$ cat src/rtl/alu_arbiter_if.sv
// Bus bundle between two requesters, the arbiter and an external
// combinational adder. The slave side is the arbiter; the master side
// stands for everything around it (requesters, response sink and adder).
interface alu_arbiter_if #(
    parameter int DW = 8
);
    logic          req0_valid;
    logic          req1_valid;
    logic [DW-1:0] req0_a;
    logic [DW-1:0] req0_b;
    logic [DW-1:0] req1_a;
    logic [DW-1:0] req1_b;
    logic          req0_ready;
    logic          req1_ready;
    logic          rsp0_valid;
    logic          rsp1_valid;
    logic [DW-1:0] rsp_data;
    logic          rsp_ready;
    logic [DW-1:0] alu_a;
    logic [DW-1:0] alu_b;
    logic [DW-1:0] alu_res;
    logic          busy;
    logic          grant_id;

    modport slave (
        input  req0_valid, req1_valid, req0_a, req0_b, req1_a, req1_b,
        input  rsp_ready, alu_res,
        output req0_ready, req1_ready, rsp0_valid, rsp1_valid, rsp_data,
        output alu_a, alu_b, busy, grant_id
    );

    modport master (
        output req0_valid, req1_valid, req0_a, req0_b, req1_a, req1_b,
        output rsp_ready, alu_res,
        input  req0_ready, req1_ready, rsp0_valid, rsp1_valid, rsp_data,
        input  alu_a, alu_b, busy, grant_id
    );
endinterface

$ cat src/rtl/alu_arbiter.sv
// Two-requester round-robin arbiter in front of a shared external adder.
// One operation at a time: IDLE (accept) -> EXEC (adder sees operands,
// sum captured) -> RESP (result held until the granted requester takes it).
module alu_arbiter #(
    parameter int DW = 8
) (
    input  logic         clk,
    input  logic         rst_n,
    alu_arbiter_if.slave bus
);

    typedef enum logic [1:0] {
        IDLE = 2'b00,
        EXEC = 2'b01,
        RESP = 2'b10
    } state_t;

    state_t        state_q;
    state_t        state_d;
    logic          last_grant_q;
    logic          grant_id_q;
    logic [DW-1:0] op_a_q;
    logic [DW-1:0] op_b_q;
    logic [DW-1:0] rsp_data_q;

    logic          winner;
    logic          ready0;
    logic          ready1;
    logic          handshake;

    // Arbitration, handshake detection and next-state selection.
    // Readys are masked by rst_n so nothing looks accepted while reset is held.
    always_comb begin
        state_d   = state_q;
        winner    = 1'b0;
        ready0    = 1'b0;
        ready1    = 1'b0;
        handshake = 1'b0;

        // A tie goes to whoever was not granted last; otherwise the lone requester.
        if (bus.req0_valid && bus.req1_valid) begin
            winner = ~last_grant_q;
        end else begin
            winner = bus.req1_valid;
        end

        case (state_q)
            IDLE: begin
                ready0    = rst_n && bus.req0_valid && (winner == 1'b0);
                ready1    = rst_n && bus.req1_valid && (winner == 1'b1);
                handshake = ready0 || ready1;
                if (handshake) begin
                    state_d = EXEC;
                end
            end
            EXEC: begin
                state_d = RESP;
            end
            RESP: begin
                if (bus.rsp_ready) begin
                    state_d = IDLE;
                end
            end
            default: begin
                state_d = IDLE;
            end
        endcase
    end

    // State register.
    always_ff @(posedge clk or negedge rst_n) begin
        if (!rst_n) begin
            state_q <= IDLE;
        end else begin
            state_q <= state_d;
        end
    end

    // Capture the winner's operands and grant on handshake; the op registers
    // drive the adder directly, so its inputs only move when entering EXEC.
    always_ff @(posedge clk or negedge rst_n) begin
        if (!rst_n) begin
            op_a_q       <= '0;
            op_b_q       <= '0;
            grant_id_q   <= 1'b0;
            last_grant_q <= 1'b1;
        end else if (handshake) begin
            op_a_q       <= winner ? bus.req1_a : bus.req0_a;
            op_b_q       <= winner ? bus.req1_b : bus.req0_b;
            grant_id_q   <= winner;
            last_grant_q <= winner;
        end
    end

    // Latch the adder result at the end of EXEC; it stays put through RESP.
    always_ff @(posedge clk or negedge rst_n) begin
        if (!rst_n) begin
            rsp_data_q <= '0;
        end else if (state_q == EXEC) begin
            rsp_data_q <= bus.alu_res;
        end
    end

    assign bus.req0_ready = ready0;
    assign bus.req1_ready = ready1;
    assign bus.rsp0_valid = (state_q == RESP) && (grant_id_q == 1'b0);
    assign bus.rsp1_valid = (state_q == RESP) && (grant_id_q == 1'b1);
    assign bus.rsp_data   = rsp_data_q;
    assign bus.alu_a      = op_a_q;
    assign bus.alu_b      = op_b_q;
    assign bus.busy       = (state_q != IDLE);
    assign bus.grant_id   = grant_id_q;

endmodule

$ cat src/flat_wrapper.sv
// flat-port wrapper written by rule: the top's interface ports become plain ports
module alu_arbiter_flat 
#(
    parameter int DW = 8
)
  (clk, rst_n, bus_req0_valid, bus_req1_valid, bus_req0_a, bus_req0_b, bus_req1_a, bus_req1_b, bus_rsp_ready, bus_alu_res, bus_req0_ready, bus_req1_ready, bus_rsp0_valid, bus_rsp1_valid, bus_rsp_data, bus_alu_a, bus_alu_b, bus_busy, bus_grant_id);
  alu_arbiter_if #(.DW(DW)) bus_i ();
  input  logic clk;
  input  logic rst_n;
  input wire logic [$bits(bus_i.req0_valid)-1:0] bus_req0_valid;
  input wire logic [$bits(bus_i.req1_valid)-1:0] bus_req1_valid;
  input wire logic [$bits(bus_i.req0_a)-1:0] bus_req0_a;
  input wire logic [$bits(bus_i.req0_b)-1:0] bus_req0_b;
  input wire logic [$bits(bus_i.req1_a)-1:0] bus_req1_a;
  input wire logic [$bits(bus_i.req1_b)-1:0] bus_req1_b;
  input wire logic [$bits(bus_i.rsp_ready)-1:0] bus_rsp_ready;
  input wire logic [$bits(bus_i.alu_res)-1:0] bus_alu_res;
  output wire logic [$bits(bus_i.req0_ready)-1:0] bus_req0_ready;
  output wire logic [$bits(bus_i.req1_ready)-1:0] bus_req1_ready;
  output wire logic [$bits(bus_i.rsp0_valid)-1:0] bus_rsp0_valid;
  output wire logic [$bits(bus_i.rsp1_valid)-1:0] bus_rsp1_valid;
  output wire logic [$bits(bus_i.rsp_data)-1:0] bus_rsp_data;
  output wire logic [$bits(bus_i.alu_a)-1:0] bus_alu_a;
  output wire logic [$bits(bus_i.alu_b)-1:0] bus_alu_b;
  output wire logic [$bits(bus_i.busy)-1:0] bus_busy;
  output wire logic [$bits(bus_i.grant_id)-1:0] bus_grant_id;
  assign bus_i.req0_valid = bus_req0_valid;
  assign bus_i.req1_valid = bus_req1_valid;
  assign bus_i.req0_a = bus_req0_a;
  assign bus_i.req0_b = bus_req0_b;
  assign bus_i.req1_a = bus_req1_a;
  assign bus_i.req1_b = bus_req1_b;
  assign bus_i.rsp_ready = bus_rsp_ready;
  assign bus_i.alu_res = bus_alu_res;
  assign bus_req0_ready = bus_i.req0_ready;
  assign bus_req1_ready = bus_i.req1_ready;
  assign bus_rsp0_valid = bus_i.rsp0_valid;
  assign bus_rsp1_valid = bus_i.rsp1_valid;
  assign bus_rsp_data = bus_i.rsp_data;
  assign bus_alu_a = bus_i.alu_a;
  assign bus_alu_b = bus_i.alu_b;
  assign bus_busy = bus_i.busy;
  assign bus_grant_id = bus_i.grant_id;
  alu_arbiter #(.DW(DW)) u_core (.clk(clk), .rst_n(rst_n), .bus(bus_i));
endmodule
$ cat config.mk
export PLATFORM = sky130hd
export DESIGN_NAME = alu_arbiter_flat
export DESIGN_NICKNAME = d
export VERILOG_FILES = /design/src/rtl/alu_arbiter_if.sv /design/src/rtl/alu_arbiter.sv /design/src/flat_wrapper.sv
export SDC_FILE = /design/constraint.sdc
export NUM_CORES = 1
export LEC_CHECK = 0
export ABC_AREA = 0
export BUFFER_PORTS_ARGS = -buffer_cell sky130_fd_sc_hd__buf_2
export CORE_UTILIZATION = 39
export DETAILED_ROUTE_END_ITERATION = 10
export PLACE_DENSITY = 0.75
export RECOVER_POWER = 100
export SYNTH_ARGS = -nofsm -noshare
export SYNTH_HDL_FRONTEND = slang
export SYNTH_SLANG_ARGS = --single-unit
$ cat constraint.sdc
create_clock -name clk -period 1.39 [get_ports clk]
set_input_delay 0.0695 -clock clk [delete_from_list [all_inputs] [get_ports clk]]
set_output_delay 0.0695 -clock clk [all_outputs]
set_load 0.03 [all_outputs]
==> impl_results.rst <==
.. list-table::
   :header-rows: 1

   * - Metric
     - Value
   * - Sequence of cells on the critical path
     - or3b_4 -> buf_6 -> nor2_4 -> buf_6
   * - Total wirelength of the detailed-routed design
     - 3720 um
   * - Routed vias
     - about 1200
   * - Final Instance Count excl. Fillers
     - 235
   * - First-pass GRT wire length
     - 5600 um
   * - Number of antenna violations at the first check in global routing
     - 0
   * - Drt pass-1 iters
     - 6
   * - VDD IR max
     - 0.000975 V
   * - Count of fill cells added during filler insertion
     - between 200 and 250
   * - Highest fanout seen on the critical path
     - 3
   * - Maximum number of pins on one net before global-route repair
     - 28
   * - Violation count after the first detailed-routing iteration
     - 69
   * - Startpoint type of the worst setup path
     - flop
   * - Worst flop-to-flop path startpoint
     - u_core.state_q[1]
   * - Tightest slew margin relative to the limit
     - 55.4%
   * - WP data required
     - roughly 1.3 ns
   * - Power Density
     - 2080 nW/um^2
   * - Number of max-slew violations in the final report
     - 0
   * - Clock Root Buffer
     - sky130_fd_sc_hd__clkbuf_4
   * - Setup slack on the worst flop-to-flop path
     - -0.10 ns
   * - Growth of design area from synthesis to finish
     - 57.5%
   * - End of the worst register-to-register path
     - u_core.bus.alu_b[0]
   * - Top cell by count, worst path
     - sky130_fd_sc_hd__buf_6
   * - List of most frequent post-synthesis cells
     - 27 x sky130_fd_sc_hd__dfrtp_1, 16 x sky130_fd_sc_hd__o32ai_1, 9 x sky130_fd_sc_hd__a2bb2oi_2
   * - Share of flip-flops with an asynchronous set or reset after synthesis
     - 100%
   * - Worst R2R Path Depth
     - 5
   * - Worst skew pair latency
     - 0.33 ns
   * - Peak clock frequency supported by timing
     - a little over 600 MHz
   * - Class of the tightest hold or removal check
     - primary input to flop
   * - Mapped cell area
     - ~1300 sq um
   * - Setup_tns
     - -1.83 ns
   * - Count of endpoints failing setup in the final report
     - 20
   * - Total area of multi-input combinational cells
     - around 640 sq um
   * - Count of maximum capacitance violations
     - 0
   * - Syn Nets
     - 142
   * - Endpoint arrival time on the critical path
     - around 1.6 ns
   * - Failing checks
     - setup timing
   * - Prevailing post-synth register cell
     - sky130_fd_sc_hd__dfrtp_1
   * - Number of H-tree branching levels
     - 1
   * - Congestion Overflow GR
     - 0
   * - Number of DRC violations after detailed routing
     - 0
   * - Core region area
     - 3130 sq um
   * - Average instance area after synthesis
     - 13.7 sq um
   * - Least setup slack across all paths after layout
     - -0.230 ns
   * - Number of library cell types mapped by synthesis
     - 28
   * - Count of placed standard cells including taps
     - 216
   * - Port Buffer Count
     - 74
   * - Final hold violation count
     - 0
   * - X dimension of the die
     - 60.3 um
   * - Layout cell share with drive strength beyond 1
     - roughly 65%
   * - Clock-pin slew on the worst setup and hold paths
     - 0.15 ns
   * - Status
     - finished, violations left
   * - Register bit count reported by yosys
     - 28
   * - Layout Skew
     - a little over 0.009 ns
   * - Top cells by area, synth
     - sky130_fd_sc_hd__dfrtp_1 51%, sky130_fd_sc_hd__o32ai_1 11%, sky130_fd_sc_hd__a2bb2oi_2 10%, sky130_fd_sc_hd__mux2_2 5.1%, sky130_fd_sc_hd__a2bb2oi_1 4.6%
   * - Total Die Area
     - 3640 sq um
   * - Antenna Violating Nets Remaining
     - 0
   * - Syn. warnings
     - 0
   * - Crit-path max cell delay
     - 0.44 ns
   * - Cell with the largest stage delay on the worst path
     - sky130_fd_sc_hd__or3b_4
   * - Most common cell in the synthesized netlist
     - sky130_fd_sc_hd__dfrtp_1
   * - Clock Sink Count
     - 28
   * - Initial standard-cell utilization of the core
     - 42.4%
   * - Final weighted congestion of routability-driven global placement
     - 0.722
   * - Total GRT Usage
     - 20.8%
   * - Routed length per placed instance
     - ~16 um
   * - Critical path class
     - flop to primary output
   * - Sink of the worst hold path
     - u_core.bus.alu_b[1]
   * - Gate count after technology mapping
     - 97
   * - Unrepaired setup endpoints after global routing
     - yes
   * - Number of cells on the worst hold path
     - 3
   * - Clock tree from TritonCTS
     - done
   * - DR vias/cell
     - 5.23
   * - Worst Tran Pin Value
     - roughly 0.67 ns
   * - Area share of the largest cell type after synthesis
     - around half
   * - Tcrit/Tclk final
     - 117%
   * - Synth area leader
     - sky130_fd_sc_hd__dfrtp_1
   * - Crit path capture type
     - primary output
   * - I/O pin cnt
     - 75
   * - Number of placement rows
     - 20
   * - Total number of nets in the final design
     - ~240
   * - Sequential cell area
     - 702 sq um
   * - Vias in the first global route
     - 1201
   * - Sequential-to-total area share from yosys stat
     - 52.9%
   * - Antenna cell count
     - 0
   * - Post-synth EDFFs
     - 0
   * - Final critical delay including setup and external delays
     - 1.62 ns
   * - Hold Startpoint
     - bus_req1_b[1]
   * - Worst-case clock buffer depth
     - 2
   * - Hpwl dp
     - 2420 um
   * - Die boundary height
     - between 60 and 70 um
   * - Pleak
     - 0.944 nW
   * - TritonCTS Buffers
     - 3
   * - Pwr Total
     - 4.35 mW
[stage by stage]
step	setup WS (ns)	util, %	instance area [sq um]	hold WS, ns
2_1_floorplan	-0.00640	-	1340	-0.226
3_3_place_gp	-0.287	57.6	1800	0.103
3_5_place_dp	-0.437	57.6	1800	0.116
4_1_cts	-0.246	65.3	2040	0.0211
5_1_grt	-0.293	66.8	2090	0.0272
6_report	-0.230	66.8	2090	0.0315
[kinds of logic (layout without fill, tap and decap cells)]
kind of cell / after synthesis / after routing / share of synthesized area, %
AOI/OAI and AO/OA: 37 / 37 / 28.0
DFF: 28 / 28 / 52.9
and+or+nand+nor: 13 / 13 / 6.89
buffers and inverters: 11 / 105 / 5.38
muxes: 8 / 8 / 6.79
[how the worst max path moves through the flow]
stage | start | end | slack (ns)
2_1_floorplan | u_core.state_q[1] | u_core.bus.alu_a[5] | -0.006
3_3_place_gp | u_core.last_grant_q | u_core.bus.alu_b[7] | -0.29
3_5_place_dp | u_core.last_grant_q | u_core.bus.alu_a[2] | -0.44
4_1_cts | u_core.state_q[0] | bus_req1_ready | -0.25
5_1_grt | u_core.state_q[1] | bus_req1_ready | -0.29
6_report | u_core.state_q[1] | bus_req1_ready | -0.23
[cell usage in the layout, fill, tap and decap left out]
cell type and instances:
sky130_fd_sc_hd__dlygate4sd3_1 11, sky130_fd_sc_hd__dfrtp_1 27, sky130_fd_sc_hd__inv_1 1, sky130_fd_sc_hd__buf_6 5, sky130_fd_sc_hd__dfstp_2 1, sky130_fd_sc_hd__nor2_8 1
sky130_fd_sc_hd__a31oi_1 1, sky130_fd_sc_hd__a2bb2oi_2 16, sky130_fd_sc_hd__clkbuf_4 3, sky130_fd_sc_hd__nor2_1 3, sky130_fd_sc_hd__clkbuf_2 1, sky130_fd_sc_hd__o221ai_1 1
sky130_fd_sc_hd__or3b_4 1, sky130_fd_sc_hd__or2_4 1, sky130_fd_sc_hd__or2b_1 1, sky130_fd_sc_hd__clkbuf_1 1, sky130_fd_sc_hd__buf_12 2, sky130_fd_sc_hd__nand2_1 1
sky130_fd_sc_hd__buf_2 69, sky130_fd_sc_hd__o21ai_0 1, sky130_fd_sc_hd__mux2_1 2, sky130_fd_sc_hd__a21oi_1 1, sky130_fd_sc_hd__bufinv_16 1, sky130_fd_sc_hd__nor2b_4 1
sky130_fd_sc_hd__nor2_4 1, sky130_fd_sc_hd__o32ai_1 16, sky130_fd_sc_hd__a21bo_4 1, sky130_fd_sc_hd__nand2b_2 1, sky130_fd_sc_hd__inv_2 1, sky130_fd_sc_hd__nor3_4 1
sky130_fd_sc_hd__mux2_2 6, sky130_fd_sc_hd__nor3b_2 1, sky130_fd_sc_hd__buf_4 10
[routing by layer]
metal	vias up	wire (um)	track usage [%]
met2	63	1830	36.3
met3	5	235	2.81
met4	0	40	6.98
li1	573	-	-
met1	587	1620	26.3
met5	-	0	0
[state kept, by name (all words and copies together), names as in the netlist]
name and count:
u_core.bus.grant_id 1, u_core.state_q 2, u_core.bus.alu_b 8, u_core.bus.alu_a 8, u_core.last_grant_q 1, u_core.bus.rsp_data 8
[critical path: cells and delay by family, from the launching register on]
kind / cells / cell delay, ns
AND/OR/NAND/NOR: 2 / 0.53
buffers and inverters: 2 / 0.28
flip-flops: 1 / 0.42
[report_power, final]
group | internal (mW) | switching [mW] | leakage, nW
logic | 0.997 | 1.38 | 0.604
registers | 1.19 | 0.251 | 0.312
clock network | 0.292 | 0.240 | 0.0279
total | 2.48 | 1.87 | 0.944
[cell type report]
type,instances,share of cell area [%]
Sequential cell,28,33.6
Tap cell,44,2.63
Multi-Input combinational cell,58,30.5
Inverter,2,0.359
Timing Repair Buffer,99,30.4
Clock inverter,1,1.44
Clock buffer,3,1.08
[what timing repair did]
item	CTS	global route
setup buffers	0	3
endpoints found under the hold margin	37	0
pin swaps	4	2
hold buffers	12	0
gates resized for setup	16	8
endpoints found under the setup margin	22	29
Power figures use the tool's default switching activity.
